--- config.mk ---
export PLATFORM = sky130hd
export DESIGN_NAME = id_issue_flat
export DESIGN_NICKNAME = d
export VERILOG_FILES = /design/src/rtl/pipe_pkg.sv /design/src/rtl/id_issue_if.sv /design/src/rtl/id_issue_hz_match.sv /design/src/rtl/id_issue.sv /design/src/flat_wrapper.sv
export SDC_FILE = /design/constraint.sdc
export NUM_CORES = 1
export LEC_CHECK = 0
export BUFFER_PORTS_ARGS = -buffer_cell sky130_fd_sc_hd__buf_2
export CORE_UTILIZATION = 45
export CTS_BUF_LIST = sky130_fd_sc_hd__clkbuf_2
export CTS_CLUSTER_DIAMETER = 120
export DETAILED_ROUTE_END_ITERATION = 12
export GPL_ROUTABILITY_DRIVEN = 0
export PLACE_DENSITY = 0.78
export SYNTH_ARGS = -nofsm -noshare
export SYNTH_HDL_FRONTEND = slang
export SYNTH_HIERARCHICAL = 1
export SYNTH_SLANG_ARGS = --single-unit
--- constraint.sdc ---
create_clock -name clk -period 2.65 [get_ports clk]
set_clock_uncertainty 0.1 [all_clocks]
set_input_delay 0.53 -clock clk [delete_from_list [all_inputs] [get_ports clk]]
set_output_delay 0.53 -clock clk [all_outputs]
set_load 0.01 [all_outputs]
--- src/rtl/pipe_pkg.sv ---
// Shared pipeline package for the MIPS32 decode/issue path.
//   - control bundle bit positions ({GPRWr, BSel, DMWr, MTR, ALUOp[3:0]})
//   - in-flight writer slot record type and slot indices
//   - forwarding select encodings and the all-zero bubble bundle
package pipe_pkg;

  localparam int GPRWR     = 7;
  localparam int BSEL      = 6;
  localparam int DMWR      = 5;
  localparam int MTR       = 4;
  localparam int ALUOP_MSB = 3;
  localparam int ALUOP_LSB = 0;

  localparam int SIG_W  = 8;
  localparam int REG_W  = 5;
  localparam int NSLOTS = 3;

  localparam int SLOT_EX  = 0;
  localparam int SLOT_MEM = 1;
  localparam int SLOT_WB  = 2;

  localparam logic [1:0] FWD_RF    = 2'b00;
  localparam logic [1:0] FWD_EXMEM = 2'b01;
  localparam logic [1:0] FWD_MEMWB = 2'b10;

  localparam logic [SIG_W-1:0] BUBBLE = 8'h00;

  // One in-flight writer: valid, destination, writes GPR, is a load.
  typedef struct packed {
    logic             v;
    logic [REG_W-1:0] rd;
    logic             wr;
    logic             ld;
  } slot_t;

  // Slot entry for an instruction leaving ID.
  function automatic slot_t mk_slot(input logic [REG_W-1:0] rd,
                                    input logic [SIG_W-1:0] sig);
    slot_t s;
    s.v  = 1'b1;
    s.rd = rd;
    s.wr = sig[GPRWR];
    s.ld = sig[MTR];
    return s;
  endfunction

endpackage

--- src/rtl/id_issue_if.sv ---
// ID-stage issue bus between the decoder (master) and id_issue (slave).
//   i_valid/i_rs/i_rt/i_use_rs/i_use_rt/i_rd/i_signals/i_flush : decoder -> issue
//   o_stall/o_signals/o_rd                                    : issue -> pipeline
//   o_fwdA/o_fwdB                                             : only with FORWARD_EN
// Build macro: FORWARD_EN
interface id_issue_if;
  import pipe_pkg::*;

  logic             i_valid;
  logic [REG_W-1:0] i_rs;
  logic [REG_W-1:0] i_rt;
  logic             i_use_rs;
  logic             i_use_rt;
  logic [REG_W-1:0] i_rd;
  logic [SIG_W-1:0] i_signals;
  logic             i_flush;
  logic             o_stall;
  logic [SIG_W-1:0] o_signals;
  logic [REG_W-1:0] o_rd;
`ifdef FORWARD_EN
  logic [1:0]       o_fwdA;
  logic [1:0]       o_fwdB;
`endif

  modport master (
    output i_valid, i_rs, i_rt, i_use_rs, i_use_rt, i_rd, i_signals, i_flush,
`ifdef FORWARD_EN
    input  o_fwdA, o_fwdB,
`endif
    input  o_stall, o_signals, o_rd
  );

  modport slave (
    input  i_valid, i_rs, i_rt, i_use_rs, i_use_rt, i_rd, i_signals, i_flush,
`ifdef FORWARD_EN
    output o_fwdA, o_fwdB,
`endif
    output o_stall, o_signals, o_rd
  );

endinterface

--- src/rtl/id_issue_hz_match.sv ---
// hz_match: does one in-flight writer slot produce the given source register?
//   src/use_src : source index and whether the instruction reads it
//   slot        : writer record
//   match       : RAW dependence on this slot ($0 never matches)
module hz_match
  import pipe_pkg::*;
(
  input  logic [REG_W-1:0] src,
  input  logic             use_src,
  input  slot_t            slot,
  output logic             match
);

  assign match = use_src && slot.v && slot.wr &&
                 (slot.rd == src) && (slot.rd != '0);

endmodule

--- src/rtl/id_issue.sv ---
// id_issue: decode-side issue controller feeding the ID/EX register.
//   clk, rst_n : clock, async active-low reset
//   io (slave) : ID instruction in, stall / bundle / rd (and forward selects) out
// Tracks EX/MEM/WB writers, stalls PC+IF/ID on RAW hazards and injects an
// all-zero bundle into ID/EX. Build macro FORWARD_EN adds registered operand
// forward selects and relaxes the stall rule to load-use only.
module id_issue
  import pipe_pkg::*;
(
  input  logic     clk,
  input  logic     rst_n,
  id_issue_if.slave io
);

  slot_t ex_q, mem_q, wb_q, ex_d;
  slot_t [NSLOTS-1:0] slots;
  logic  [NSLOTS-1:0] mA, mB;
  logic  hazard, stall, bubble;

  assign slots[SLOT_EX]  = ex_q;
  assign slots[SLOT_MEM] = mem_q;
  assign slots[SLOT_WB]  = wb_q;

  // Two comparators per slot: one for rs, one for rt.
  genvar g;
  generate
    for (g = 0; g < NSLOTS; g++) begin : g_slot
      hz_match u_ma (
        .src(io.i_rs), .use_src(io.i_use_rs), .slot(slots[g]), .match(mA[g])
      );
      hz_match u_mb (
        .src(io.i_rt), .use_src(io.i_use_rt), .slot(slots[g]), .match(mB[g])
      );
    end
  endgenerate

`ifdef FORWARD_EN
  // ALU results forward from EX/MEM or MEM/WB; only a load still in EX
  // has no value yet.
  assign hazard = (mA[SLOT_EX] | mB[SLOT_EX]) & ex_q.ld;
`else
  // Register file is write-before-read, so a WB writer is already visible.
  assign hazard = mA[SLOT_EX] | mB[SLOT_EX] | mA[SLOT_MEM] | mB[SLOT_MEM];
`endif

  // A wrong-path instruction is squashed, never stalled.
  assign stall  = io.i_valid & hazard & ~io.i_flush;
  assign bubble = ~io.i_valid | stall | io.i_flush;

  assign io.o_stall   = stall;
  assign io.o_signals = bubble ? BUBBLE : io.i_signals;
  assign io.o_rd      = bubble ? '0     : io.i_rd;

  assign ex_d = bubble ? slot_t'('0) : mk_slot(io.i_rd, io.i_signals);

  always_ff @(posedge clk or negedge rst_n) begin
    if (!rst_n) begin
      ex_q  <= '0;
      mem_q <= '0;
      wb_q  <= '0;
    end else begin
      ex_q  <= ex_d;
      mem_q <= ex_q;
      wb_q  <= mem_q;
    end
  end

`ifdef FORWARD_EN
  logic [1:0] fwdA_d, fwdA_q, fwdB_d, fwdB_q;

  // Nearest producer wins; captured with ID/EX so it aligns with the EX op.
  always_comb begin
    fwdA_d = FWD_RF;
    fwdB_d = FWD_RF;
    if (!bubble) begin
      if      (mA[SLOT_EX])  fwdA_d = FWD_EXMEM;
      else if (mA[SLOT_MEM]) fwdA_d = FWD_MEMWB;
      if      (mB[SLOT_EX])  fwdB_d = FWD_EXMEM;
      else if (mB[SLOT_MEM]) fwdB_d = FWD_MEMWB;
    end
  end

  always_ff @(posedge clk or negedge rst_n) begin
    if (!rst_n) begin
      fwdA_q <= FWD_RF;
      fwdB_q <= FWD_RF;
    end else begin
      fwdA_q <= fwdA_d;
      fwdB_q <= fwdB_d;
    end
  end

  assign io.o_fwdA = fwdA_q;
  assign io.o_fwdB = fwdB_q;

  // WB matches and load flags beyond EX never affect issue.
  logic unused_ok;
  assign unused_ok = ^{mA[SLOT_WB], mB[SLOT_WB], mem_q.ld, wb_q.ld};
`else
  logic unused_ok;
  assign unused_ok = ^{mA[SLOT_WB], mB[SLOT_WB], ex_q.ld, mem_q.ld, wb_q.ld};
`endif

endmodule
--- src/flat_wrapper.sv ---
// flat-port wrapper written by rule: the top's interface ports become plain ports
module id_issue_flat import pipe_pkg::*;
  (clk, rst_n, io_i_valid, io_i_rs, io_i_rt, io_i_use_rs, io_i_use_rt, io_i_rd, io_i_signals, io_i_flush, io_o_stall, io_o_signals, io_o_rd);
  id_issue_if io_i ();
  input  logic clk;
  input  logic rst_n;
  input wire logic [$bits(io_i.i_valid)-1:0] io_i_valid;
  input wire logic [$bits(io_i.i_rs)-1:0] io_i_rs;
  input wire logic [$bits(io_i.i_rt)-1:0] io_i_rt;
  input wire logic [$bits(io_i.i_use_rs)-1:0] io_i_use_rs;
  input wire logic [$bits(io_i.i_use_rt)-1:0] io_i_use_rt;
  input wire logic [$bits(io_i.i_rd)-1:0] io_i_rd;
  input wire logic [$bits(io_i.i_signals)-1:0] io_i_signals;
  input wire logic [$bits(io_i.i_flush)-1:0] io_i_flush;
  output wire logic [$bits(io_i.o_stall)-1:0] io_o_stall;
  output wire logic [$bits(io_i.o_signals)-1:0] io_o_signals;
  output wire logic [$bits(io_i.o_rd)-1:0] io_o_rd;
  assign io_i.i_valid = io_i_valid;
  assign io_i.i_rs = io_i_rs;
  assign io_i.i_rt = io_i_rt;
  assign io_i.i_use_rs = io_i_use_rs;
  assign io_i.i_use_rt = io_i_use_rt;
  assign io_i.i_rd = io_i_rd;
  assign io_i.i_signals = io_i_signals;
  assign io_i.i_flush = io_i_flush;
  assign io_o_stall = io_i.o_stall;
  assign io_o_signals = io_i.o_signals;
  assign io_o_rd = io_i.o_rd;
  id_issue u_core (.clk(clk), .rst_n(rst_n), .io(io_i));
endmodule
==> results by group <==
STA
  – Fin Hold WS: 0.0175 ns
  – Final setup violating endpoints: 14
  – Fmax: 368 MHz
  – Worst Tran Pin Value: 0.697 ns
  – Slew margin rel.: 0.534
  – RSZ-0062 raised after global routing: yes
  – Post-route setup slack: -0.0683 ns
  – Max Transition Viols Final: 0
  – Endpoints failing hold: 0
  – Period Utilization, post-route: 1.03
  – Minimum clock period: 2.72 ns

Clock network
  – Htree depth: 1
  – CTS Sinks: 14
  – Clock transition at path regs: 0.15 ns
  – CTS tree: built
  – Worst skew pair latency: 0.27 ns
  – Num CTS Buffers: 3
  – Max Root-Sink Buffers: 2
  – Cts-stage hold buffer count: 0
  – Root buf cell: clkbuf_2

Detailed routing
  – Routed via count: 785
  – Detailed Route Iter0 Violations: 10
  – Drt first pass iters: 4
  – DR DRC count: 0
  – Detailed Route WL: 2.10 mm
  – Vias per inst: 5.13
  – DR WL/cell: 13.7 microns
  – Antenna viol nets, final: 0

Synth
  – Cells after Synth: 80
  – Syn_nets: 109
  – Mean post-synth cell area: 10.4 sq um
  – Yosys warns: 6
  – Syn Std Cell Area: 828 sq um

Critical path
  – Critical R2R Launch: u_core/ex_q[2]
  – RR Endpoint: u_core/ex_q[7]
  – WS Path Type: reg -> out
  – CP Max Fanout: 8
  – Flop-to-flop setup slack: 0.72 ns
  – Worst EP arrival: 2.09 ns
  – Worst EP required: 2.02 ns
  – CP startpoint kind: register
  – CP Capture Type: output pin
  – FF-to-FF path depth: 8

Power and ir drop
  – Power, Total: 0.000438 W
  – Net Sw Frac: 0.286
  – Pwr dens: 355 nW/um^2
  – Cell leakage power: 0.601 nW
  – Peak supply drop: 209 uV
  – NetSw: 0.000125 W
  – Seq pwr share: 0.540
  – Combinational power share: 0.231
  – Cell-internal power: 0.000313 W
  – Clk pwr share: 0.229

Global routing
  – Antenna violations before repair: 0
  – Grt total ovfl: 0
  – Largest net degree at the start of global routing: 16
  – Vias in the first global route: 685
  – Gr usage total: 0.217
  – First-pass GRT wire length: 3.08 mm

Final layout
  – N_diodes: 0
  – Synth-to-layout area growth: 48.9%
  – Final core utilization: 0.714
  – Final non-filler cell area: 1230 sq um
  – Layout cells sized above 1: 0.602
  – Final Instance Count excl. Fillers: 153
  – Filler cells: 135
  – Total Nets Final: 158

Die
  – Die Ht: 44.9 microns
  – # IOs: 43
  – Die W: 44.9 microns
  – Starting Density: 0.480
  – Die area: 2020 sq um
  – Core Region: 1730 sq um
  – Placement row count: 15

Placed design
  – Post-DP HPWL: 1.39 mm
  – Placed Cells: 138
  – Post-DP Area: 1000 sq um
  – Port buffer count: 42

Status
  – Failing checks: negative setup slack
  – Status: finished with violations

Run
  – Max Cap Violations: 0

Worst hold path
  – Min-delay worst type: in -> async
-- state kept, by name, indices dropped and copies added (netlist names) --
name          flops
u_core/ex_q       7
u_core/mem_q      7
-- critical path: stages, from the launching register on --
cell and delay [ns]:
dfrtp_2 0.50, o41ai_4 0.35, a211oi_2 0.13, nor4_4 0.33
buf_6 0.17, and2b_2 0.22, buf_6 0.12
-- per-stage QoR --
stage	TNS, ns	worst slack [ns]
4_1_cts	-0.254	-0.0587
6_report	-0.497	-0.0683
2_1_floorplan	0	0.330
3_5_place_dp	0	0.0537
3_3_place_gp	0	0.127
5_1_grt	-2.21	-0.182
-- layout make-up --
| class | instances | area [sq um] | share of cell area |
|---|---|---|---|
| multi-input combinational | 57 | 498 | 0.404 |
| clock inverter | 1 | 3.75 | 0.00304 |
| sequential | 14 | 358 | 0.290 |
| tap | 25 | 31.3 | 0.0254 |
| clock buffer | 3 | 15.0 | 0.0122 |
| timing repair buffer | 53 | 328 | 0.266 |
-- timing repair --
action / CTS / global route
buffers inserted: 2 / 8
pin swaps: 2 / 8
resized for setup: 9 / 16
endpoints found under the setup margin: 14 / 14
gates cloned: 0 / 1
endpoints found under the hold margin: 0 / 0
-- how the worst max path moves through the flow --
| stage | endpoint | from | depth (start not counted) |
|---|---|---|---|
| after CTS | io_o_stall | u_core/mem_q[5] | 6 |
| after global routing | io_o_stall | u_core/ex_q[4] | 6 |
| after floorplan | io_o_rd[0] | u_core/ex_q[2] | 6 |
| final | io_o_stall | u_core/ex_q[4] | 6 |
| after detailed placement | io_o_rd[2] | u_core/ex_q[2] | 5 |
| after global placement | io_o_rd[3] | io_i_rt[0] | 7 |
-- per-layer routing --
layer,global-route usage,up-vias,routed length [microns]
met1,0.275,364,885
li1,-,378,-
met4,0.109,0,23
met5,0,-,0
met3,0.0200,2,121
met2,0.371,41,1070
-- power groups by stage --
stage | clock (W) | sequential (W) | combinational [W]
final | 0.000100 | 0.000237 | 0.000101
after global routing | 0.000117 | 0.000238 | 0.000110
after CTS | 0.000103 | 0.000233 | 0.0000854
after detailed placement | 0 | 0.000237 | 0.0000795
after global placement | 0 | 0.000236 | 0.0000771
after floorplan | 0 | 0.000234 | 0.0000458
-- cells in the final DEF, fill, tap and decap left out --
master / instances
buf_2: 37
xnor2_1: 16
buf_4: 10
and3_1: 9
dfrtp_1: 8
buf_6: 6
dfrtp_2: 6
nor2_1: 4
nand2_1: 4
nand4_1: 4
nand3_1: 4
a211oi_2: 4
clkbuf_2: 3
and3_2: 3
o41ai_4: 3
clkinv_1: 1
nor4_4: 1
nor2b_1: 1
and2b_2: 1
and3_4: 1
and2_2: 1
o41ai_2: 1
No activity file was read; power rests on OpenSTA's default activity.
